==> src/rtl/uart_tx_fifo_param.sv <==
// UART transmitter fed by a valid/ready transmit FIFO, with run-time frame format.
// The baud divisor and frame format are latched when each frame starts and held until it ends.
module uart_tx_fifo_param #(
  parameter int DATA_WIDTH     = 8,
  parameter int BAUD_DIV_WIDTH = 16,
  parameter int FIFO_DEPTH     = 4,
  parameter int DATA_LEN_WIDTH = $clog2(DATA_WIDTH),
  parameter int LEVEL_WIDTH    = $clog2(FIFO_DEPTH + 1)
) (
  input  logic                      clk_i,
  input  logic                      a_rst_i,
  input  logic                      enable_i,
  input  logic [BAUD_DIV_WIDTH-1:0] baud_div_i,
  input  logic [DATA_LEN_WIDTH-1:0] data_len_i,
  input  logic [1:0]                parity_mode_i,
  input  logic                      stop_bits_i,
  input  logic [DATA_WIDTH-1:0]     s_data_i,
  input  logic                      s_valid_i,
  output logic                      s_ready_o,
  output logic [LEVEL_WIDTH-1:0]    fifo_level_o,
  output logic                      busy_o,
  output logic                      frame_done_o,
  output logic                      tx_o
);
  localparam int PTR_WIDTH = $clog2(FIFO_DEPTH);
  localparam logic [DATA_LEN_WIDTH-1:0] MIN_LEN    = DATA_LEN_WIDTH'(4);
  localparam logic [LEVEL_WIDTH-1:0]    FULL_LEVEL = LEVEL_WIDTH'(FIFO_DEPTH);

  typedef enum logic [2:0] {IDLE, START, DATA, PARITY, STOP} state_e;

  logic [DATA_WIDTH-1:0]     mem_q [FIFO_DEPTH];
  logic [PTR_WIDTH-1:0]      wr_ptr_q, wr_ptr_d, rd_ptr_q, rd_ptr_d;
  logic [LEVEL_WIDTH-1:0]    level_q, level_d;
  logic                      ready_q, ready_d;
  logic                      push, pop;

  state_e                    state_q, state_d;
  logic [BAUD_DIV_WIDTH-1:0] baud_cnt_q, baud_cnt_d;
  logic [DATA_LEN_WIDTH-1:0] bit_cnt_q, bit_cnt_d;
  logic [DATA_WIDTH-1:0]     shift_q, shift_d;
  logic                      par_q, par_d;
  logic [BAUD_DIV_WIDTH-1:0] baud_div_q, baud_div_d;
  logic [DATA_LEN_WIDTH-1:0] data_len_q, data_len_d;
  logic                      par_en_q, par_en_d, par_odd_q, par_odd_d;
  logic                      stop2_q, stop2_d;
  logic                      tx_q, tx_d, busy_q, busy_d, done_q, done_d;
  logic                      tick, start_frame;

  // s_ready is the registered !full of the post-edge level, so it never anticipates a pop.
  always_comb begin
    push     = s_valid_i && ready_q;
    wr_ptr_d = push ? wr_ptr_q + 1'b1 : wr_ptr_q;
    rd_ptr_d = pop  ? rd_ptr_q + 1'b1 : rd_ptr_q;
    level_d  = level_q;
    if (push && !pop) begin
      level_d = level_q + 1'b1;
    end else if (pop && !push) begin
      level_d = level_q - 1'b1;
    end
    ready_d = (level_d != FULL_LEVEL);
  end

  // NOTE: storage has no reset; entries are only ever read behind a non-zero level.
  always_ff @(posedge clk_i) begin
    if (push) begin
      mem_q[wr_ptr_q] <= s_data_i;
    end
  end

  always_comb begin
    // NOTE: every variable gets a default first so no path leaves one unassigned (no latches).
    state_d     = state_q;
    baud_cnt_d  = baud_cnt_q;
    bit_cnt_d   = bit_cnt_q;
    shift_d     = shift_q;
    par_d       = par_q;
    baud_div_d  = baud_div_q;
    data_len_d  = data_len_q;
    par_en_d    = par_en_q;
    par_odd_d   = par_odd_q;
    stop2_d     = stop2_q;
    done_d      = 1'b0;
    pop         = 1'b0;
    start_frame = 1'b0;
    tick        = (baud_cnt_q == baud_div_q);

    if (state_q != IDLE) begin
      baud_cnt_d = tick ? '0 : baud_cnt_q + 1'b1;
    end

    case (state_q)
      IDLE: start_frame = enable_i && (level_q != '0);
      START: begin
        if (tick) begin
          state_d   = DATA;
          bit_cnt_d = '0;
        end
      end
      DATA: begin
        if (tick) begin
          par_d   = par_q ^ shift_q[0];
          shift_d = shift_q >> 1;
          if (bit_cnt_q == data_len_q) begin
            bit_cnt_d = '0;
            state_d   = par_en_q ? PARITY : STOP;
          end else begin
            bit_cnt_d = bit_cnt_q + 1'b1;
          end
        end
      end
      PARITY: begin
        if (tick) begin
          state_d   = STOP;
          bit_cnt_d = '0;
        end
      end
      STOP: begin
        if (tick) begin
          if (stop2_q && (bit_cnt_q == '0)) begin
            bit_cnt_d = bit_cnt_q + 1'b1;
          end else begin
            done_d      = 1'b1;
            state_d     = IDLE;
            start_frame = enable_i && (level_q != '0);
          end
        end
      end
      default: state_d = IDLE;
    endcase

    // A start from IDLE or straight out of STOP pops the head word and freezes the format.
    if (start_frame) begin
      pop        = 1'b1;
      state_d    = START;
      baud_cnt_d = '0;
      bit_cnt_d  = '0;
      shift_d    = mem_q[rd_ptr_q];
      par_d      = 1'b0;
      baud_div_d = baud_div_i;
      data_len_d = (data_len_i < MIN_LEN) ? MIN_LEN : data_len_i;
      par_en_d   = parity_mode_i[0] ^ parity_mode_i[1];
      par_odd_d  = parity_mode_i[1];
      stop2_d    = stop_bits_i;
    end

    case (state_d)
      START:   tx_d = 1'b0;
      DATA:    tx_d = shift_d[0];
      PARITY:  tx_d = par_d ^ par_odd_d;
      default: tx_d = 1'b1;
    endcase
    busy_d = (state_d != IDLE);
  end

  // NOTE: sequential state uses non-blocking assignments only, so every flop samples pre-edge values.
  always_ff @(posedge clk_i or posedge a_rst_i) begin
    if (a_rst_i) begin
      wr_ptr_q   <= '0;
      rd_ptr_q   <= '0;
      level_q    <= '0;
      ready_q    <= 1'b0;
      state_q    <= IDLE;
      baud_cnt_q <= '0;
      bit_cnt_q  <= '0;
      shift_q    <= '0;
      par_q      <= 1'b0;
      baud_div_q <= '0;
      data_len_q <= '0;
      par_en_q   <= 1'b0;
      par_odd_q  <= 1'b0;
      stop2_q    <= 1'b0;
      tx_q       <= 1'b1;
      busy_q     <= 1'b0;
      done_q     <= 1'b0;
    end else begin
      wr_ptr_q   <= wr_ptr_d;
      rd_ptr_q   <= rd_ptr_d;
      level_q    <= level_d;
      ready_q    <= ready_d;
      state_q    <= state_d;
      baud_cnt_q <= baud_cnt_d;
      bit_cnt_q  <= bit_cnt_d;
      shift_q    <= shift_d;
      par_q      <= par_d;
      baud_div_q <= baud_div_d;
      data_len_q <= data_len_d;
      par_en_q   <= par_en_d;
      par_odd_q  <= par_odd_d;
      stop2_q    <= stop2_d;
      tx_q       <= tx_d;
      busy_q     <= busy_d;
      done_q     <= done_d;
    end
  end

  assign s_ready_o    = ready_q;
  assign fifo_level_o = level_q;
  assign busy_o       = busy_q;
  assign frame_done_o = done_q;
  assign tx_o         = tx_q;

endmodule

==> config.mk <==
export PLATFORM = sky130hd
export DESIGN_NAME = uart_tx_fifo_param
export DESIGN_NICKNAME = d
export VERILOG_FILES = /design/src/rtl/uart_tx_fifo_param.sv
export SDC_FILE = /design/constraint.sdc
export NUM_CORES = 1
export LEC_CHECK = 0
export ABC_AREA = 1
export ABC_CLOCK_PERIOD_IN_PS = 6600
export BUFFER_PORTS_ARGS = -buffer_cell sky130_fd_sc_hd__buf_2
export CORE_MARGIN = 2
export CORE_UTILIZATION = 30
export CTS_CLUSTER_DIAMETER = 100
export CTS_CLUSTER_SIZE = 16
export DETAILED_ROUTE_END_ITERATION = 7
export PLACE_DENSITY = 0.47
export SLEW_MARGIN = 15
export SYNTH_ARGS = -nofsm -noshare
export SYNTH_HDL_FRONTEND = slang
export SYNTH_SLANG_ARGS = --single-unit
==> constraint.sdc <==
create_clock -name clk_i -period 6.6 [get_ports clk_i]
set_clock_uncertainty 0.1 [all_clocks]
set_input_delay 1.65 -clock clk_i [delete_from_list [all_inputs] [get_ports clk_i]]
set_output_delay 1.65 -clock clk_i [all_outputs]
set_load 0.03 [all_outputs]
==> results.py, run 1 <==
metrics = {
    "outcome": {
        "run_status": "finished, final reports clean",
    },
    "cts": {
        "clk_latency_ns": 0.35,
        "clock_sink_count": 96,
        "htree_levels": 3,
        "root_buffer": "clkbuf_16",
        "post_cts_resized": 0,
        "cts_tree": "yes",
        "clk_path_buf_depth": 2,
        "ctsHoldBuffers": 0,
        "cts_setup_buffers": 0,
        "cts.clk_slew.worst_paths_ns": 0.07,
        "cts_buffers": 9,
    },
    "setup_path": {
        "crit_buf_inv": 1,
        "reg2reg_from": "fifo_level_o[0]$_DFF_PP0_",
        "path_max_fanout": 52,
        "cp-startpoint": "enable_i",
        "r2r_setup_slack_ns": 3.89,
        "cpMostUsedCell": "nand2_1",
        "end_kind": "register",
        "worst_ep_arrival_time_ns": 3.41,
        "endpoint": "s_ready_o$_DFF_PP0_",
        "crit_required_ns": 6.74,
        "path_cells": "buf_2, nand2_1, a31oi_1, nand4_1, nand2_2, nand2_2, nand3_1, nand2_1, nor2_1, nand2_1",
        "worstSetupPathType": "in -> reg",
        "startpoint_type": "input port",
        "critical_path_depth": 10,
        "cpPeakStageDelay_ns": 0.69,
        "crit_slowest_cell": "nand2_2",
        "reg2reg_to": "s_ready_o$_DFF_PP0_",
        "reg2regPathDepth": 12,
        "critPathTopFamily": "simple AND/OR/NAND/NOR gates",
    },
    "pwr": {
        "ir_drop_mv": 0.242,
        "p_total_mw": 2.10,
        "powerDensity_mw_per_mm2": 389,
        "p_leak_nw": 2.45,
    },
    "route": {
        "wirelength_mm": 9.84,
        "drtIter0Drc": 145,
        "first_pass_iters": 4,
        "dr_total_vias": 3511,
        "via_per_inst": 4.38,
        "wl_per_cell_um": 12.3,
        "drc": 0,
        "ant_nets": 0,
    },
    "synthesis": {
        "ys_warn_count": 0,
        "seq_area_frac_synth": 0.543,
        "async_flop_share": 0.667,
        "netlist_instances": 545,
        "synth_area_leader_cell": "dfrtp_1",
        "synth_edf_count": 32,
        "syn_avg_cell_area_um2": 8.66,
        "ys_seq_elements": 96,
        "syn-cell-area_mm2": 0.00472,
        "synth_most_common_cell": "nand2_1",
        "ys.flop_type": "dfrtp_1",
        "synth_nets": 589,
        "yosys-top-cells-area": "dfrtp_1, edfxtp_1, nand2_1",
        "synth_top_area_frac": 0.334,
        "ys_top_cells_by_count": "nand2_1, inv_1, dfrtp_1",
        "synth.distinct_cells": 37,
    },
    "floorplanning": {
        "initial_core_util": 0.309,
        "num_io_pins": 41,
        "chipHeight_um": 129,
        "die_x_um": 129,
        "coreArea_mm2": 0.0153,
        "row_count": 45,
        "die_area_mm2": 0.0167,
    },
    "global_routing": {
        "grt-ovfl-total": 0,
        "grt_start_max_net_pins": 65,
        "track_usage": 0.129,
        "grt_first_pass_wirelength_mm": 16.7,
        "grt_pass1_vias": 3464,
        "antenna_found_initial": 0,
    },
    "finish": {
        "nets": 629,
        "drive_gt1_frac": 0.136,
        "antennaDiodeCount": 0,
        "syn2layout_area_growth_pct": 14.5,
    },
    "sta": {
        "setup_viol": 0,
        "relSlewSlack": 0.365,
        "worst_slew_pin_slew_ns": 0.950,
        "period_needed_ns": 3.28,
        "hold_violations": 0,
        "post-route-period-util": 0.496,
        "tns_ns": 0,
        "rsz0062_at_grt": "no",
        "fmax_mhz": 305,
        "slew_viol_final": 0,
    },
    "min_path": {
        "hold_class": "reg -> reg",
    },
    "placed_design": {
        "port_buffers": 40,
        "gp_congestion": 0.807,
        "dp_hpwl_mm": 6.94,
    },
    "run": {
        "drv_cap": 0,
    },
}
## cells in the final DEF, fill, tap and decap left out, types with 6 or more instances in the layout
master / count
clkbuf_16: 9
a21oi_1: 10
o21ai_0: 34
o22ai_1: 8
o21ai_1: 6
dfrtp_1: 63
nor3_1: 13
ha_1: 10
inv_1: 70
buf_2: 40
inv_2: 9
xor2_1: 13
nand3_1: 21
nor2_1: 57
nand2_1: 148
edfxtp_1: 32
## cells by family after synthesis
group,synth area share
buffers and inverters,0.0790
AOI/OAI and AO/OA,0.0819
DFF,0.543
adders and majority gates,0.0265
xor gates and xnor gates,0.0334
and+or+nand+nor,0.236
## power by group
group	leakage, nW	switching [mW]	internal [mW]
Combinational	1.23	0.429	0.241
Sequential	1.09	0.123	0.802
Clock	0.141	0.242	0.263
Total	2.45	0.793	1.31
## worst min path at each step
stage / cells after the start / from / slack, ns / endpoint
2_1_floorplan: 1 / data_len_q[2]$_DFFE_PP0N_ / 0.36 / data_len_q[2]$_DFFE_PP0N_
3_3_place_gp: 1 / data_len_q[2]$_DFFE_PP0N_ / 0.38 / data_len_q[2]$_DFFE_PP0N_
3_5_place_dp: 1 / data_len_q[2]$_DFFE_PP0N_ / 0.38 / data_len_q[2]$_DFFE_PP0N_
4_1_cts: 1 / data_len_q[2]$_DFFE_PP0N_ / 0.40 / data_len_q[2]$_DFFE_PP0N_
5_1_grt: 1 / data_len_q[2]$_DFFE_PP0N_ / 0.43 / data_len_q[2]$_DFFE_PP0N_
6_report: 1 / data_len_q[2]$_DFFE_PP0N_ / 0.40 / data_len_q[2]$_DFFE_PP0N_
## per-stage QoR
stage	worst slack, ns	cell area [um^2]	std cells	hold WS [ns]	utilization
floorplan	3.25	4720	545	0.362	-
global placement	3.02	5120	785	0.376	0.335
detailed placement	2.91	5120	785	0.385	0.335
CTS	3.30	5400	801	0.401	0.354
global route	3.07	5400	801	0.427	0.354
finish	3.32	5400	801	0.397	0.354
## worst register-to-register path, stage by stage (launching register included)
cell     delay, ns
dfrtp_1       0.40
inv_1         0.10
ha_1          0.20
nand2_1       0.12
nand2_1       0.10
a31oi_1       0.17
nand4_1       0.13
nand2_2       0.69
nand2_2       0.22
nand3_1       0.14
nand2_1       0.07
nor2_1        0.11
nand2_1       0.05
## per-layer routing
layer / GRT usage / wire, um
met5: 0 / 0
met3: 0.0334 / 375
met1: 0.165 / 4780
met4: 0.0417 / 145
met2: 0.213 / 4550
## area by class of cell
type | instances | area (um^2)
inverters | 80 | 300
clock inverters | 7 | 58.8
flip-flops and latches | 96 | 2560
clock buffers | 9 | 225
well taps | 211 | 264
repair buffers | 41 | 208
fillers | 1622 | 9860
multi-input cells | 357 | 1780
## sequential cells by signal (all words and copies together) (netlist names), 2 cells and up
register      count
mem_q            32
baud_cnt_q       16
bit_cnt_q         3
wr_ptr_q          2
shift_q           8
state_q           3
data_len_q        3
baud_div_q       16
rd_ptr_q          2
fifo_level_o      3
Power figures use the tool's default switching activity.
==> run 2: changes to the inputs <==
Settings changed: ABC_CLOCK_PERIOD_IN_PS 6600 to 2800, PLACE_DENSITY 0.47 to 0.48.
Clock period 6.6 ns to 2.8 ns, I/O delays scaled along.
==> results.py, run 2 (same netlist as run 1, synthesis figures left out) <==
metrics = {
    "placed_design": {
        "port_buffers": 40,
        "gp_congestion": 0.792,
        "placed_area_mm2": 0.00518,
        "dp_cells": 792,
        "dp_hpwl_mm": 7.25,
        "pre_cts_ws_ns": 0.595,
    },
    "setup_path": {
        "cpMostUsedCell": "nand2_1",
        "startpoint_type": "register",
        "worst_ep_arrival_time_ns": 2.29,
        "reg2reg_to": "baud_cnt_q[10]$_DFFE_PP0P_",
        "r2r_setup_slack_ns": 0.62,
        "worstSetupPathType": "reg -> reg",
        "path_cells": "inv_1, nand2_1, nand2_1, nor2_1, nand2_1, nor2_4, nand3_2, nand2_2, nand2_4, nand2_1, inv_2, nor2_4, nor3b_1",
        "reg2reg_from": "baud_cnt_q[0]$_DFFE_PP0P_",
        "crit_slowest_cell": "dfrtp_1",
        "cp-startpoint": "baud_cnt_q[0]$_DFFE_PP0P_",
        "crit_buf_inv": 2,
        "path_max_fanout": 15,
        "cpPeakStageDelay_ns": 0.38,
        "reg2regPathDepth": 13,
        "critPathTopFamily": "simple AND/OR/NAND/NOR gates",
        "crit_required_ns": 2.91,
        "end_kind": "register",
    },
    "route": {
        "wl_met1_mm": 4.94,
        "routed.top_layer": "met4",
        "ant_nets": 0,
        "dr_wl_met2_mm": 4.76,
        "met3_length_um": 312,
        "dr_total_vias": 3564,
        "wirelength_mm": 10.1,
        "via_per_inst": 4.41,
        "wl_per_cell_um": 12.5,
        "first_pass_iters": 4,
        "drtIter0Drc": 185,
        "drc": 0,
    },
    "floorplanning": {
        "row_count": 45,
        "coreArea_mm2": 0.0153,
        "initial_core_util": 0.309,
        "die_x_um": 129,
        "die_area_mm2": 0.0167,
        "num_io_pins": 41,
        "chipHeight_um": 129,
    },
    "global_routing": {
        "track_usage": 0.132,
        "grt-ovfl-total": 0,
        "grt_first_pass_wirelength_mm": 17.2,
        "grt_pass1_vias": 3536,
        "grt_start_max_net_pins": 48,
        "antenna_found_initial": 0,
    },
    "pwr": {
        "p_leak_nw": 2.50,
        "ir_drop_mv": 0.496,
        "powerDensity_mw_per_mm2": 923,
        "p_total_mw": 5.06,
    },
    "finish": {
        "antennaDiodeCount": 0,
        "design_area_mm2": 0.00548,
        "syn2layout_area_growth_pct": 16.2,
        "stdcell_count": 808,
        "multi_input_area_mm2": 0.00178,
        "largest_register_ffs": 32,
        "post-route-util": 0.359,
        "mostFrequentLayoutCell": "nand2_1",
        "final_cell_mix": "nand2_1, inv_1, dfrtp_1, nor2_1, buf_2",
        "register_area_mm2": 0.00256,
        "nets": 636,
        "reg_top3": "mem_q x32, baud_cnt_q x16, baud_div_q x16",
        "top_register": "mem_q",
        "drive_gt1_frac": 0.147,
        "fillCellCount": 1580,
    },
    "run": {
        "drv_cap": 0,
    },
    "sta": {
        "hold_violations": 0,
        "relSlewSlack": 0.620,
        "setup_viol": 0,
        "fmax_mhz": 459,
        "post-route-period-util": 0.778,
        "worst_slew_pin_slew_ns": 0.570,
        "slew_viol_final": 0,
        "layout_setup_ws_ns": 0.620,
        "finalHoldWorstSlack_ns": 0.236,
        "tns_ns": 0,
        "period_needed_ns": 2.18,
        "rsz0062_at_grt": "no",
    },
    "cts": {
        "post_cts_resized": 0,
        "cts_buffers": 9,
        "htree_levels": 3,
        "clock_sink_count": 96,
        "cts_tree": "yes",
        "cts_setup_buffers": 0,
        "clk_path_buf_depth": 2,
        "clk_latency_ns": 0.35,
        "cts.clk_slew.worst_paths_ns": 0.08,
        "ctsHoldBuffers": 0,
        "root_buffer": "clkbuf_16",
    },
    "outcome": {
        "run_status": "finished, final reports clean",
    },
    "min_path": {
        "hold_class": "in -> async",
    },
}
-- run 2: changes by cell type in the layout (fill, tap and decap cells not counted), sizes merged --
cell      change
buf           +7
clkinv        -1
clkinvlp      +1
-- run 2: power by group --
part	internal [mW]	switching, mW
sequential	1.89	0.293
clock	0.636	0.606
combinational	0.596	1.05
-- run 2: final cells by class --
class / instances / area share
Sequential cell: 96 / 0.468
Multi-Input combinational cell: 357 / 0.325
Inverter: 80 / 0.0548
Timing Repair Buffer: 48 / 0.0497
Tap cell: 211 / 0.0482
Clock buffer: 9 / 0.0411
Clock inverter: 7 / 0.0137
-- run 2: worst max-delay path by stage --
stage | slack [ns] | to | cells past startpoint
2_1_floorplan | 0.40 | baud_cnt_q[0]$_DFFE_PP0P_ | 1
3_3_place_gp | 0.65 | baud_cnt_q[10]$_DFFE_PP0P_ | 13
3_5_place_dp | 0.60 | baud_cnt_q[10]$_DFFE_PP0P_ | 13
4_1_cts | 0.57 | baud_cnt_q[10]$_DFFE_PP0P_ | 13
5_1_grt | 0.39 | tx_o$_DFF_PP1_ | 13
6_report | 0.62 | baud_cnt_q[10]$_DFFE_PP0P_ | 13
-- run 2: layer usage --
metal	track usage	vias to the layer above
met5	0	-
met4	0.0323	0
met3	0.0392	8
met2	0.218	43
met1	0.170	1671
li1	-	1842
==> run 3: changes to the inputs <==
Settings changed: ABC_AREA 1 to 0, ABC_CLOCK_PERIOD_IN_PS 2800 to 1800, PLACE_DENSITY 0.48 to 0.49.
Clock period 2.8 ns to 1.8 ns, I/O delays scaled along.
==> results.py, run 3 <==
metrics = {
    "floorplanning": {
        "row_count": 44,
        "coreArea_mm2": 0.0145,
        "initial_core_util": 0.306,
        "die_area_mm2": 0.0158,
        "num_io_pins": 41,
        "die_x_um": 126,
        "chipHeight_um": 126,
    },
    "finish": {
        "fillCellCount": 1418,
        "reg_top3": "mem_q x32, baud_cnt_q x16, baud_div_q x16",
        "nets": 504,
        "drive_gt1_frac": 0.422,
        "antennaDiodeCount": 0,
        "post-route-util": 0.407,
        "largest_register_ffs": 32,
        "top_register": "mem_q",
        "stdcell_count": 649,
        "syn2layout_area_growth_pct": 32.9,
        "final_cell_mix": "dfrtp_1, buf_4, buf_2, edfxtp_1, xor2_1",
    },
    "sta": {
        "setup_viol": 62,
        "period_needed_ns": 2.28,
        "post-route-period-util": 1.27,
        "hold_violations": 0,
        "fmax_mhz": 438,
        "layout_setup_ws_ns": -0.482,
        "slew_viol_final": 0,
        "rsz0062_at_grt": "yes",
        "relSlewSlack": 0.688,
        "worst_slew_pin_slew_ns": 0.465,
    },
    "pwr": {
        "p_sw_mw": 2.60,
        "p_leak_nw": 2.58,
        "netSwitchingFraction": 0.318,
        "pwr-share-clk": 0.249,
        "power_frac_seq": 0.411,
        "pwr-share-comb": 0.339,
        "powerDensity_mw_per_mm2": 1380,
        "p_int_mw": 5.57,
        "ir_drop_mv": 0.899,
    },
    "placed_design": {
        "port_buffers": 40,
        "gp_congestion": 0.778,
        "dp_cells": 628,
        "dp_hpwl_mm": 6.29,
    },
    "synthesis": {
        "synth_top_area_frac": 0.354,
        "ys_top_cells_by_count": "dfrtp_1, xor2_1, edfxtp_1",
        "synth_edf_count": 32,
        "ys.flop_type": "dfrtp_1",
        "async_flop_share": 0.667,
        "synth_most_common_cell": "dfrtp_1",
        "synth_nets": 394,
        "netlist_instances": 350,
        "synth.distinct_cells": 46,
        "syn-cell-area_mm2": 0.00445,
        "yosys-top-cells-area": "dfrtp_1, edfxtp_1, xor2_1",
        "ys_warn_count": 0,
        "seq_area_frac_synth": 0.576,
        "syn_avg_cell_area_um2": 12.7,
        "synth_area_leader_cell": "dfrtp_1",
        "ys_seq_elements": 96,
    },
    "route": {
        "dr_total_vias": 2908,
        "via_per_inst": 4.48,
        "drtIter0Drc": 86,
        "first_pass_iters": 4,
        "drc": 0,
        "ant_nets": 0,
        "wl_per_cell_um": 13.8,
        "wirelength_mm": 8.97,
    },
    "cts": {
        "cts_buffers": 9,
        "clk_path_buf_depth": 2,
        "ctsHoldBuffers": 0,
        "htree_levels": 3,
        "clock_sink_count": 96,
        "clk_latency_ns": 0.35,
        "cts_tree": "yes",
        "cts.clk_slew.worst_paths_ns": 0.07,
        "root_buffer": "clkbuf_16",
    },
    "global_routing": {
        "antenna_found_initial": 0,
        "grt_start_max_net_pins": 65,
        "grt_first_pass_wirelength_mm": 15.2,
        "grt_pass1_vias": 3110,
        "track_usage": 0.122,
        "grt-ovfl-total": 0,
    },
    "setup_path": {
        "startpoint_type": "register",
        "crit_required_ns": 1.95,
        "worst_ep_arrival_time_ns": 2.43,
        "reg2reg_to": "s_ready_o$_DFF_PP0_",
        "r2r_setup_slack_ns": -0.48,
        "reg2reg_from": "baud_cnt_q[6]$_DFFE_PP0P_",
        "end_kind": "register",
        "reg2regPathDepth": 10,
        "worstSetupPathType": "reg -> reg",
        "path_max_fanout": 7,
    },
    "outcome": {
        "violations": "setup timing",
        "run_status": "finished, violations left",
    },
    "run": {
        "drv_cap": 0,
    },
    "min_path": {
        "hold_class": "in -> async",
    },
}
==> run 3: cell count changes in the layout (fill, tap and decap cells not counted), sizes merged, moves of 8 or more <==
cell | previous run | this run
mux4 | 0 | 8
nor3 | 14 | 4
nand2 | 154 | 31
inv | 84 | 16
nor2 | 60 | 27
mux2 | 0 | 20
buf | 48 | 109
xor2 | 13 | 33
nand3 | 22 | 7
and3 | 0 | 11
mux2i | 0 | 8
o21ai | 40 | 16
==> run 3: area by class of cell <==
cell class                      count  area [um^2]  area share
Clock inverter                      7         92.6      0.0157
Sequential cell                    96         2570       0.434
Inverter                           12         48.8     0.00826
Multi-Input combinational cell    231         1940       0.327
Timing Repair Buffer              110          812       0.137
Tap cell                          184          230      0.0390
Clock buffer                        9          225      0.0381
==> run 3: power by group through the flow <==
stage / registers (mW) / logic, mW / clock network [mW]
3_3_place_gp: 3.39 / 2.68 / 0
4_1_cts: 3.37 / 2.80 / 2.10
2_1_floorplan: 3.43 / 1.66 / 0
5_1_grt: 3.45 / 3.08 / 2.20
3_5_place_dp: 3.41 / 2.71 / 0
6_report: 3.36 / 2.78 / 2.04
==> run 3: worst max path at each step <==
stage | from | cells past startpoint | to
floorplan | baud_cnt_q[6]$_DFFE_PP0P_ | 7 | baud_div_q[10]$_DFFE_PP0N_
global placement | baud_cnt_q[5]$_DFFE_PP0P_ | 8 | s_ready_o$_DFF_PP0_
detailed placement | baud_cnt_q[5]$_DFFE_PP0P_ | 8 | s_ready_o$_DFF_PP0_
CTS | baud_cnt_q[14]$_DFFE_PP0P_ | 9 | s_ready_o$_DFF_PP0_
global route | baud_cnt_q[6]$_DFFE_PP0P_ | 10 | s_ready_o$_DFF_PP0_
finish | baud_cnt_q[6]$_DFFE_PP0P_ | 10 | s_ready_o$_DFF_PP0_
==> run 3: cells by family after synthesis <==
kind of cell               share of synthesized area
and+or+nand+nor                                0.134
muxes                                          0.109
xor gates and xnor gates                      0.0807
DFF                                            0.576
AOI/OAI and AO/OA                             0.0489
buffers and inverters                         0.0228
adders and majority gates                     0.0281
==> run 3: timing repair <==
item | 4_1_cts | 5_1_grt
setup endpoints to repair | 62 | 62
setup buffers | 4 | 0
resized for setup | 15 | 7
pin swaps | 8 | 5
cloned | 0 | 1
==> run 3: per-layer routing <==
layer	wire length [um]	track usage	up-vias
met2	4500	0.203	42
met5	0	0	-
met3	309	0.0353	13
met4	144	0.0530	0
met1	4010	0.148	1401
li1	-	-	1452
==> run 3: metrics by stage <==
step	hold slack [ns]	setup slack (ns)	total power [mW]	TNS (ns)	cell area, um^2
floorplan	0.360	-0.394	5.09	-14.10	4570
detailed placement	0.391	-0.546	6.13	-24.12	5440
global placement	0.388	-0.507	6.07	-21.93	5440
global route	0.113	-0.573	8.74	-30.03	5910
CTS	0.0985	-0.478	8.27	-23.44	5850
finish	0.0775	-0.482	8.18	-22.34	5910
==> run 3: worst max-delay path, stage by stage, from the launching register on <==
cell     delay [ns]
dfrtp_1        0.40
xor2_1         0.17
nor4_2         0.31
buf_4          0.18
nand4_4        0.14
o21ai_4        0.17
buf_12         0.14
buf_6          0.10
and2_1         0.17
nor4b_2        0.07
o32ai_1        0.24
